===== config.mk =====
export PLATFORM = sky130hd
export DESIGN_NAME = wb_rr_arb
export DESIGN_NICKNAME = d
export VERILOG_FILES = /design/src/rtl/wb_rr_arb_pkg.sv /design/src/rtl/wb_rr_pick.sv /design/src/rtl/wb_rr_arb.sv
export SDC_FILE = /design/constraint.sdc
export NUM_CORES = 1
export LEC_CHECK = 0
export BUFFER_PORTS_ARGS = -buffer_cell sky130_fd_sc_hd__buf_2
export CORE_AREA = 2 2 139 141
export CTS_CLUSTER_DIAMETER = 30
export DETAILED_ROUTE_END_ITERATION = 8
export DIE_AREA = 0 0 141 143
export PLACE_DENSITY = 0.49
export SYNTH_ARGS = -nofsm -noshare
export SYNTH_HDL_FRONTEND = slang
export SYNTH_SLANG_ARGS = --single-unit

===== constraint.sdc =====
create_clock -name clk_i -period 2.9 [get_ports clk_i]
set_input_delay 0.29 -clock clk_i [delete_from_list [all_inputs] [get_ports clk_i]]
set_output_delay 0.29 -clock clk_i [all_outputs]
set_load 0.005 [all_outputs]

===== src/rtl/wb_rr_arb_pkg.sv =====
// Shared types and helpers for the Wishbone round-robin arbiter and its picker.
// Latency: n/a (types, constants and a pure function only).
// Backpressure: n/a.
package wb_arb_pkg;

  // Arbiter control states
  typedef enum logic [1:0] {
    IDLE = 2'd0,
    BUSY = 2'd1,
    TOUT = 2'd2
  } arb_state_e;

  // Default widths and limits
  localparam int DEF_NUM_M    = 3;
  localparam int DEF_AW       = 32;
  localparam int DEF_DW       = 32;
  localparam int DEF_TOUT_CYC = 256;
  localparam int MAX_M        = 8;
  localparam int MAX_IW       = 3;

  // Binary index of the set bit in a one-hot vector (zero when empty)
  function automatic logic [MAX_IW-1:0] onehot2idx(input logic [MAX_M-1:0] oh);
    logic [MAX_IW-1:0] idx;
    idx = '0;
    for (int i = 0; i < MAX_M; i++) begin
      if (oh[i]) idx = idx | MAX_IW'(i);
    end
    return idx;
  endfunction

endpackage


===== src/rtl/wb_rr_pick.sv =====
// Rotating-priority picker: first requester strictly after 'last', wrapping.
// Latency: purely combinational.
// Backpressure: none; the caller decides when the pick is consumed.
module wb_rr_pick
  import wb_arb_pkg::*;
#(
  parameter int NUM_M = DEF_NUM_M,
  parameter int IW    = $clog2(NUM_M)
) (
  input  logic [NUM_M-1:0] req,
  input  logic [IW-1:0]    last,
  output logic [NUM_M-1:0] gnt,
  output logic [IW-1:0]    idx,
  output logic             vld
);

  int  cand;
  logic found;

  // Scan upward from last+1 modulo NUM_M, taking the first active request
  always_comb begin
    gnt   = '0;
    found = 1'b0;
    cand  = 0;
    for (int off = 1; off <= NUM_M; off++) begin
      cand = int'(last) + off;
      if (cand >= NUM_M) cand = cand - NUM_M;
      if (!found && req[cand]) begin
        gnt[cand] = 1'b1;
        found     = 1'b1;
      end
    end
    vld = found;
    idx = IW'(onehot2idx(MAX_M'(gnt)));
  end

endmodule


===== src/rtl/wb_rr_arb.sv =====
// Round-robin Wishbone B4 classic arbiter: grant held for the whole CYC, watchdog ERR on hung slaves.
// Latency: 1 cycle from m_cyc_i to s_cyc_o; data path is a combinational mux from the registered grant.
// Backpressure: losers wait (no preemption); a stalled transfer is terminated with ERR after TOUT_CYC cycles.
module wb_rr_arb
  import wb_arb_pkg::*;
#(
  parameter int NUM_M    = DEF_NUM_M,
  parameter int AW       = DEF_AW,
  parameter int DW       = DEF_DW,
  parameter int TOUT_CYC = DEF_TOUT_CYC
) (
  input  logic                  clk_i,
  input  logic                  rst_n,
  input  logic [NUM_M-1:0]      m_cyc_i,
  input  logic [NUM_M-1:0]      m_stb_i,
  input  logic [NUM_M-1:0]      m_we_i,
  input  logic [NUM_M*AW-1:0]   m_adr_i,
  input  logic [NUM_M*DW-1:0]   m_dat_i,
  input  logic [NUM_M*DW/8-1:0] m_sel_i,
  output logic [DW-1:0]         m_dat_o,
  output logic [NUM_M-1:0]      m_ack_o,
  output logic [NUM_M-1:0]      m_err_o,
  output logic                  s_cyc_o,
  output logic                  s_stb_o,
  output logic                  s_we_o,
  output logic [AW-1:0]         s_adr_o,
  output logic [DW-1:0]         s_dat_o,
  output logic [DW/8-1:0]       s_sel_o,
  input  logic [DW-1:0]         s_dat_i,
  input  logic                  s_ack_i,
  input  logic                  s_err_i,
  output logic [NUM_M-1:0]      gnt_o,
  output logic                  tout_o
);

  localparam int SW = DW / 8;
  localparam int IW = $clog2(NUM_M);
  localparam int TW = $clog2(TOUT_CYC);
  localparam logic [TW-1:0] TMAX = TW'(TOUT_CYC - 1);

  arb_state_e       state_q;
  logic [IW-1:0]    gidx_q;
  logic [IW-1:0]    last_q;
  logic [TW-1:0]    timer_q;
  logic             tout_q;

  logic [NUM_M-1:0] pick_gnt;
  logic [IW-1:0]    pick_idx;
  logic             pick_vld;

  logic             busy;
  logic             cyc_g;
  logic             stall;
  logic             expire;

  wb_rr_pick #(
    .NUM_M (NUM_M),
    .IW    (IW)
  ) u_pick (
    .req  (m_cyc_i),
    .last (last_q),
    .gnt  (pick_gnt),
    .idx  (pick_idx),
    .vld  (pick_vld)
  );

  assign busy    = (state_q == BUSY);
  assign cyc_g   = m_cyc_i[gidx_q];
  assign stall   = s_stb_o & ~s_ack_i & ~s_err_i;
  // A slave response in the expiry cycle wins over the watchdog
  assign expire  = stall && (timer_q == TMAX);
  assign m_dat_o = s_dat_i;
  assign tout_o  = tout_q;

  // Route the granted master to the slave only while a transfer is live
  always_comb begin
    s_cyc_o = 1'b0;
    s_stb_o = 1'b0;
    s_we_o  = 1'b0;
    s_adr_o = '0;
    s_dat_o = '0;
    s_sel_o = '0;
    if (busy) begin
      s_cyc_o = cyc_g;
      s_stb_o = m_stb_i[gidx_q];
      s_we_o  = m_we_i[gidx_q];
      s_adr_o = m_adr_i[int'(gidx_q)*AW +: AW];
      s_dat_o = m_dat_i[int'(gidx_q)*DW +: DW];
      s_sel_o = m_sel_i[int'(gidx_q)*SW +: SW];
    end
  end

  // Steer slave responses (or the watchdog ERR) back to the owner only
  always_comb begin
    m_ack_o = '0;
    m_err_o = '0;
    if (busy) begin
      m_ack_o[gidx_q] = s_ack_i;
      m_err_o[gidx_q] = s_err_i | expire;
    end
  end

  // Arbitration FSM with grant ownership, rotation pointer and watchdog timer
  always_ff @(posedge clk_i or negedge rst_n) begin
    if (!rst_n) begin
      state_q <= IDLE;
      gnt_o   <= '0;
      gidx_q  <= '0;
      last_q  <= IW'(NUM_M - 1);
      timer_q <= '0;
      tout_q  <= 1'b0;
    end else begin
      tout_q <= 1'b0;
      unique case (state_q)
        IDLE: begin
          if (pick_vld) begin
            state_q <= BUSY;
            gnt_o   <= pick_gnt;
            gidx_q  <= pick_idx;
            last_q  <= pick_idx;
            timer_q <= '0;
          end
        end
        BUSY: begin
          if (!cyc_g) begin
            state_q <= IDLE;
            gnt_o   <= '0;
            timer_q <= '0;
          end else if (expire) begin
            // Timer stays at TMAX so it never wraps
            state_q <= TOUT;
            tout_q  <= 1'b1;
          end else if (stall) begin
            timer_q <= timer_q + TW'(1);
          end else begin
            timer_q <= '0;
          end
        end
        TOUT: begin
          if (!cyc_g) begin
            state_q <= IDLE;
            gnt_o   <= '0;
            timer_q <= '0;
          end
        end
        default: begin
          state_q <= IDLE;
          gnt_o   <= '0;
          timer_q <= '0;
        end
      endcase
    end
  end

endmodule


==> results of run 1 <==
## worst min path at each step
stage                                  end  slack [ns]  cells past startpoint
floorplan            gidx_q[0]$_DFFE_PN0P_      -0.006                      0
global placement    timer_q[3]$_DFFE_PN0P_        0.25                      1
detailed placement  timer_q[3]$_DFFE_PN0P_        0.25                      1
CTS                 timer_q[6]$_DFFE_PN0P_        0.49                      1
global route        timer_q[6]$_DFFE_PN0P_        0.53                      1
finish              timer_q[6]$_DFFE_PN0P_        0.49                      1
## worst max-delay path: stages, from the launching register on
cell	delay, ns
dfstp_2	0.56
inv_1	0.09
ha_1	0.43
mux2_4	0.32
a222oi_1	0.43
buf_4	0.21
a32o_2	0.24
nor3_2	0.07
mux2_2	0.27
## per-stage QoR
step           area (sq um)  hold slack, ns
6_report               5100           0.485
3_3_place_gp           4980           0.254
2_1_floorplan          3430        -0.00559
4_1_cts                5080           0.494
5_1_grt                5100           0.533
3_5_place_dp           4980           0.253
## cells in the final DEF (no fill, tap or decap), types with 2 or more instances in the layout
cell / netlist / layout
buf_2: 9 / 297
a21oi_1: 81 / 81
nor2_1: 76 / 75
mux2i_1: 73 / 73
nor2b_1: 70 / 70
buf_4: 32 / 19
dfrtp_1: 16 / 14
inv_1: 11 / 11
nand3_1: 9 / 9
ha_1: 10 / 9
nor3_1: 7 / 7
nand2_1: 6 / 6
o21ai_0: 6 / 6
a31oi_1: 5 / 5
a41o_1: 3 / 3
and2_1: 3 / 3
nand4_1: 3 / 3
nand2b_1: 3 / 3
o21a_1: 3 / 3
and3_1: 3 / 3
clkbuf_16: 0 / 3
nand3b_1: 2 / 2
nor3b_1: 2 / 2
a22o_1: 2 / 2
mux2_2: 2 / 2
a21bo_2: 2 / 2
a31o_2: 2 / 2
## power by group through the flow
stage | clock (W) | sequential, W | combinational, W
finish | 0.000290 | 0.000345 | 0.00324
global route | 0.000300 | 0.000353 | 0.00362
CTS | 0.000294 | 0.000347 | 0.00327
detailed placement | 0 | 0.000350 | 0.00325
global placement | 0 | 0.000351 | 0.00325
floorplan | 0 | 0.000313 | 0.00199
## synthesized netlist by cell type (2+ instances only)
master    number
a21oi_1       81
nor2_1        76
mux2i_1       73
nor2b_1       70
buf_4         32
clkbuf_1      19
dfrtp_1       16
buf_1         11
inv_1         11
ha_1          10
buf_2          9
nand3_1        9
nor3_1         7
nand2_1        6
o21ai_0        6
a31oi_1        5
a41o_1         3
and2_1         3
and3_1         3
nand2b_1       3
nand4_1        3
o21a_1         3
a21bo_2        2
a22o_1         2
a31o_2         2
a32oi_1        2
mux2_2         2
nand3b_1       2
nor3b_1        2
## cells by family (layout without fill, tap and decap cells)
| group | after synthesis | after routing |
|---|---|---|
| adders and majority gates | 10 | 10 |
| DFF | 17 | 17 |
| and+or+nand+nor | 187 | 187 |
| buffers and inverters | 82 | 333 |
| muxes | 76 | 76 |
| AOI/OAI and AO/OA | 119 | 119 |
## final cells by class
| class | count | area share |
|---|---|---|
| multi-input cells | 392 | 0.509 |
| repair buffers | 318 | 0.326 |
| flip-flops and latches | 17 | 0.0847 |
| well taps | 234 | 0.0575 |
| clock buffers | 4 | 0.0155 |
| inverters | 11 | 0.00810 |
## repair_timing
| action | 4_1_cts | 5_1_grt |
|---|---|---|
| pin swaps | 0 | 1 |
| buffers inserted | 0 | 1 |
| gates resized for setup | 1 | 1 |
| setup endpoints to repair | 2 | 4 |
| endpoints found under the hold margin | 16 | 0 |
| hold buffers | 1 | 0 |
## state kept, by name, indices dropped and copies added, names as in the netlist
signal	flops
gidx_q	2
gnt_o	3
last_q	1
state_q	2
timer_q	8
tout_o	1
## per-layer routing
metal  vias up  part of all wire  GRT usage  wire (um)
met4         0             0.014     0.0316        228
met2       152              0.45      0.224       7240
li1       2166                 -          -          -
met3        21             0.079     0.0339       1260
met1      1976              0.45      0.195       7240
met5         -                 0          0          0
==> summary.txt, run 1 <==
Critical path
  • CP required: 3.04 ns
  • R2R setup slack: about 0.16 ns
  • Crit Reg-Reg Startpoint: last_q[1]$_DFFE_PN1P_
  • FF-to-FF End: timer_q[0]$_DFFE_PN0P_
  • Crit start category: register
  • CP Max Fanout: 6
  • Critical path class: reg2reg
  • CP Capture Point: timer_q[0]$_DFFE_PN0P_
  • Setup crit end kind: register
  • Worst setup startpoint: last_q[1]$_DFFE_PN1P_
  • R2R depth: 8
  • Arr. time, crit path: 2.88 ns

Pwr
  • Switching portion of total power: 0.502
  • Power Internal: 0.00193 W
  • Sw power: 0.00195 W
  • Final Total Pwr: around 0.0039 W
  • Comb pwr share: 0.836
  • PwrDens: around 760 mW/mm^2
  • Clock share of power: 0.075
  • Share of power burned in registers: 0.089
  • P_leak: 2.60 nW
  • Peak supply drop: 0.000246 V

Status
  • Status: finished clean

Clock network
  • CTS tree: done
  • Bufs on Longest Clock Path: 2
  • Root buffer cell: clkbuf_16
  • Clock slew at reported path FFs: approximately 0.060 ns
  • Sink Count: 17
  • Worst skew pair latency: about 0.25 ns
  • CTS Buf Count: 3
  • CTS H-Tree Depth: 1

STA
  • Max Clk Rate: 364 MHz
  • Setup violators final: 0
  • Tmin final: about 2.7 ns
  • Max Slew Vio Count: 0
  • Final Hold Fails: 0
  • Worst-margin pin slew: 0.537 ns
  • TNS Setup: 0 ns
  • Relative slew slack: 0.642
  • Final Cycle Share: 0.946
  • Worst clock skew: ~0.003 ns
  • RSZ-0062 raised after global routing: no
  • Final Worst Setup Slack: 0.156 ns

Detailed routing
  • Remaining DRCs: 0
  • Vias: 4315
  • Via density: 4.42
  • Initial DRC Count: 160
  • Total Wirelength: between 15 and 20 mm
  • Drt pass-1 iters: 4
  • Final ANT Viol Nets: 0
  • DR WL/cell: 16.4 um

Finish
  • Final net count: 1002
  • Layout Area Growth over Synthesis: 48.6%
  • # fillers: around 2100
  • Area of the multi-input gates: 0.00259 sq mm
  • Final core occ: 0.274
  • Register Area: 432 sq um
  • Non-filler cells, final: 976
  • Ant diodes: 0
  • Share of post-route cells with drive strength above 1: 0.454

Synthesis
  • Ys async rst share: 1.00
  • Synth top area cells: mux2i_1, nor2b_1, a21oi_1
  • Synth Area in XOR/XNOR: 0
  • Largest family of logic cells by synthesized area: simple AND/OR/NAND/NOR gates
  • Syn nets: 750
  • Post-Syn Area: 0.00343 sq mm
  • Seq/Total Area, Yosys: 0.124
  • Synth Area in Simple Gates: 0.279
  • Post-synthesis area per instance: roughly 7 sq um
  • Synth Area in Adders: 0.0365
  • Mux cell area share after synthesis: 0.224
  • Yosys top cell area share: 0.213
  • Post-synth top flop: dfrtp_1
  • Largest area contributor in the netlist: mux2i_1
  • Synth Area in Compound Gates: 0.208
  • Synth Instances: 491
  • Seq cells post-synth: 17
  • Yosys warnings: 0
  • EDFF count, synth: 0
  • Number of distinct library cells after synthesis: 47

Run
  • Number of max-cap violations: 0

Min path
  • Worst hold path startpoint: timer_q[6]$_DFFE_PN0P_
  • Hold WC Path Type: reg2reg

Global routing
  • GRT Total Usage: 0.142
  • First-pass GRT wire length: approximately 22 mm
  • Total gr overflow: 0
  • Initial antenna violation count: 0
  • Largest net degree at the start of global routing: 49
  • Vias in the first global route: between 3000 and 4000

Floorplanning
  • Initial core utilization: 0.185
  • CORE AREA: 0.0186 sq mm
  • DIE HEIGHT: approximately 140 um
  • Die Wd: ~140 um
  • Num rows: 50
  • Die Area: 0.0202 sq mm
  • I/O pin count: 362

Placement
  • Hpwl dp: 13.2 mm
  • Pre-CTS setup slack: -0.0473 ns
  • GPL Wtd Cong: 0.750
  • Placed Cells: between 900 and 1000
  • Number of port buffers: 297
Power figures use the tool's default switching activity.
==> run 2, diff against run 1 <==
--- a/config.mk
+++ b/config.mk
@@ -7,3 +7,3 @@
 export LEC_CHECK = 0
-export BUFFER_PORTS_ARGS = -buffer_cell sky130_fd_sc_hd__buf_2
+export BUFFER_PORTS_ARGS = -buffer_cell sky130_fd_sc_hd__buf_4
 export CORE_AREA = 2 2 139 141
==> constraint.sdc (replaced) <==
create_clock -name clk_i -period 2.9 [get_ports clk_i]
set_input_delay 0 -clock clk_i [delete_from_list [all_inputs] [get_ports clk_i]]
set_output_delay 0 -clock clk_i [all_outputs]
set_load 0.005 [all_outputs]
==> run 2 against run 1 <==
  * Non-clock buffer count down 3
  * Setup slack improved by 0.054 ns
  * Critical path depth rose by 1
  * Critical path type unchanged
  * Final cell count shrank 0.31%
  * Sequential power is 1% higher
==> summary.txt, run 2 (synthesis gave the netlist of run 1 again) <==
Clock network
  • Sink Count: 17 (unchanged)
  • Worst skew pair latency: 0.25 ns (about the same)
  • CTS Buf Count: 3 (unchanged)
  • Bufs on Longest Clock Path: 2 (unchanged)
  • Root buffer cell: clkbuf_16
  • CTS H-Tree Depth: 1 (unchanged)
  • CTS tree: done
  • Clock slew at reported path FFs: 0.05 ns (about the same)

STA
  • Setup violators final: 0 (unchanged)
  • Hold Worst Slack: 0.00000143 ns (-0.485 ns)
  • TNS Setup: 0 ns (unchanged)
  • Tmin final: 2.69 ns (-0.0537 ns)
  • Max Slew Vio Count: 0 (unchanged)
  • RSZ-0062 raised after global routing: no
  • Final Cycle Share: 0.928 (-0.0185)
  • Worst clock skew: 0.00301 ns (+0.0000142 ns)
  • Final Hold Fails: 0 (unchanged)
  • Max Clk Rate: 372 MHz (+2.0%)
  • Relative slew slack: 0.624 (-0.0185)
  • Worst-margin pin slew: 0.564 ns (+0.0277 ns)

Critical path
  • R2R setup slack: 0.21 ns (+0.05 ns)
  • CP cell instances: inv_1, ha_1, mux2_4, a222oi_1, buf_4, buf_4, a32o_2, nor3_2, mux2_2
  • Slowest stage delay, CP: 0.56 ns (about the same)
  • CP Buf/Inv Count: 3 (+1)
  • Crit start category: register
  • CP Max Fanout: 6 (unchanged)
  • CP dominant cell by count: buf_4
  • FF-to-FF End: timer_q[0]$_DFFE_PN0P_
  • Critical path class: reg2reg
  • R2R depth: 9 (+1)
  • Setup crit end kind: register
  • CP required: 3.03 ns (about the same)
  • Slowest CP cell: dfstp_2
  • Top delay family on crit path: multiplexers
  • Arr. time, crit path: 2.82 ns (-0.06 ns)
  • Crit Reg-Reg Startpoint: last_q[1]$_DFFE_PN1P_

Min path
  • Hold WC Path Type: in2out
  • Worst hold path startpoint: s_dat_i[16]
  • Hold Path Sink: m_dat_o[16]
  • Hold-critical path depth: 0 (-1)

Detailed routing
  • Via density: 4.33 (-2.1%)
  • Drt pass-1 iters: 5 (+1)
  • Final ANT Viol Nets: 0 (unchanged)
  • Remaining DRCs: 0 (unchanged)
  • Vias: 4210 (-2.4%)
  • Total Wirelength: 16.8 mm (+5.0%)
  • DR WL/cell: 17.2 um (+5.3%)
  • Initial DRC Count: 152 (-5.0%)

Floorplanning
  • Initial core utilization: 0.185 (unchanged)
  • Num rows: 50 (unchanged)
  • I/O pin count: 362 (unchanged)
  • Die Area: 0.0202 sq mm (unchanged)
  • Die Wd: 141 um (unchanged)
  • DIE HEIGHT: 143 um (unchanged)
  • CORE AREA: 0.0186 sq mm (unchanged)

Placement
  • Dpl cell area: 0.00570 sq mm (+14%)
  • Number of port buffers: 297 (unchanged)
  • Placed Cells: 967 (-0.31%)
  • Hpwl dp: 13.6 mm (+3.3%)
  • GPL Wtd Cong: 0.779 (+3.8%)

Finish
  • Largest Register: timer_q
  • Commonest non-fill, non-tap cells in the layout: buf_4, a21oi_1, nor2_1, mux2i_1, nor2b_1
  • Ant diodes: 0 (unchanged)
  • Layout Area Growth over Synthesis: 69.3%
  • Final Cell Area: 0.00581 sq mm (+14%)
  • Largest register FFs: 8 (unchanged)
  • Share of post-route cells with drive strength above 1: 0.453 (-0.000863)
  • Commonest non-fill, non-tap cell in the layout: buf_4
  • Top flop regs: timer_q x8, gnt_o x3
  • Final net count: 999 (-0.30%)
  • # fillers: 2070 (-1.5%)
  • Non-filler cells, final: 973 (-0.31%)
  • Final core occ: 0.313 (+0.0382)

Global routing
  • Vias in the first global route: 3963 (-0.73%)
  • GRT Total Usage: 0.151 (+0.00948)
  • First-pass GRT wire length: 23.9 mm (+6.9%)
  • Initial antenna violation count: 0 (unchanged)
  • Total gr overflow: 0 (unchanged)
  • Largest net degree at the start of global routing: 59 (+20%)

Run
  • Number of max-cap violations: 0 (unchanged)

Pwr
  • P_leak: 2.80 nW (+7.5%)
  • PwrDens: 721 mW/mm^2 (-5.2%)
  • Peak supply drop: 0.000239 V (-2.9%)

Status
  • Status: finished clean
run 2: cell count changes in the layout (fill, tap and decap cells not counted):
cell / change
clkbuf_1: -1
a32oi_2: +1
clkinv_2: +1
buf_2: -297
buf_4: +294
a32oi_4: -1
run 2: worst max path at each step:
stage / slack [ns] / end / depth (start not counted) / from
2_1_floorplan: 0.29 / timer_q[0]$_DFFE_PN0P_ / 8 / gidx_q[0]$_DFFE_PN0P_
3_3_place_gp: -0.006 / timer_q[0]$_DFFE_PN0P_ / 7 / last_q[1]$_DFFE_PN1P_
3_5_place_dp: -0.02 / timer_q[0]$_DFFE_PN0P_ / 7 / last_q[1]$_DFFE_PN1P_
4_1_cts: 0.07 / timer_q[0]$_DFFE_PN0P_ / 8 / last_q[1]$_DFFE_PN1P_
5_1_grt: 0.02 / timer_q[0]$_DFFE_PN0P_ / 8 / last_q[1]$_DFFE_PN1P_
6_report: 0.21 / timer_q[0]$_DFFE_PN0P_ / 9 / last_q[1]$_DFFE_PN1P_
run 2: area by class of cell:
class	count	area, sq um	share of cell area
clock inverters	1	5.00	0.000862
well taps	234	293	0.0504
multi-input cells	392	2580	0.445
repair buffers	315	2380	0.410
inverters	11	41.3	0.00711
clock buffers	3	75.1	0.0129
flip-flops and latches	17	432	0.0743
run 2: stage by stage:
step / setup slack [ns] / total power [W]
global placement: -0.00565 / 0.00396
floorplan: 0.285 / 0.00231
detailed placement: -0.0199 / 0.00395
finish: 0.210 / 0.00419
global route: 0.0176 / 0.00461
CTS: 0.0707 / 0.00427
run 2: routing by layer:
layer  share of wire  vias to the layer above  track usage
met5               0                        -            0
met3           0.074                       20       0.0335
met1            0.45                     1869        0.213
li1                -                     2164            -
met4           0.012                        0       0.0237
met2            0.46                      157        0.240
run 2: repair_timing:
action / 4_1_cts / 5_1_grt
buffers inserted: 0 / 1
hold buffers: 1 / 0
cloned: 0 / 0
setup endpoints to repair: 1 / 10
pin swaps: 0 / 1
endpoints found under the hold margin: 17 / 0
resized for setup: 1 / 0
run 2: power by group:
group / total, W / internal, W / switching (W) / leakage (nW)
Clock: 0.000279 / 0.000185 / 0.0000942 / 0.0409
Combinational: 0.00356 / 0.00176 / 0.00180 / 2.53
Sequential: 0.000349 / 0.000288 / 0.0000611 / 0.225
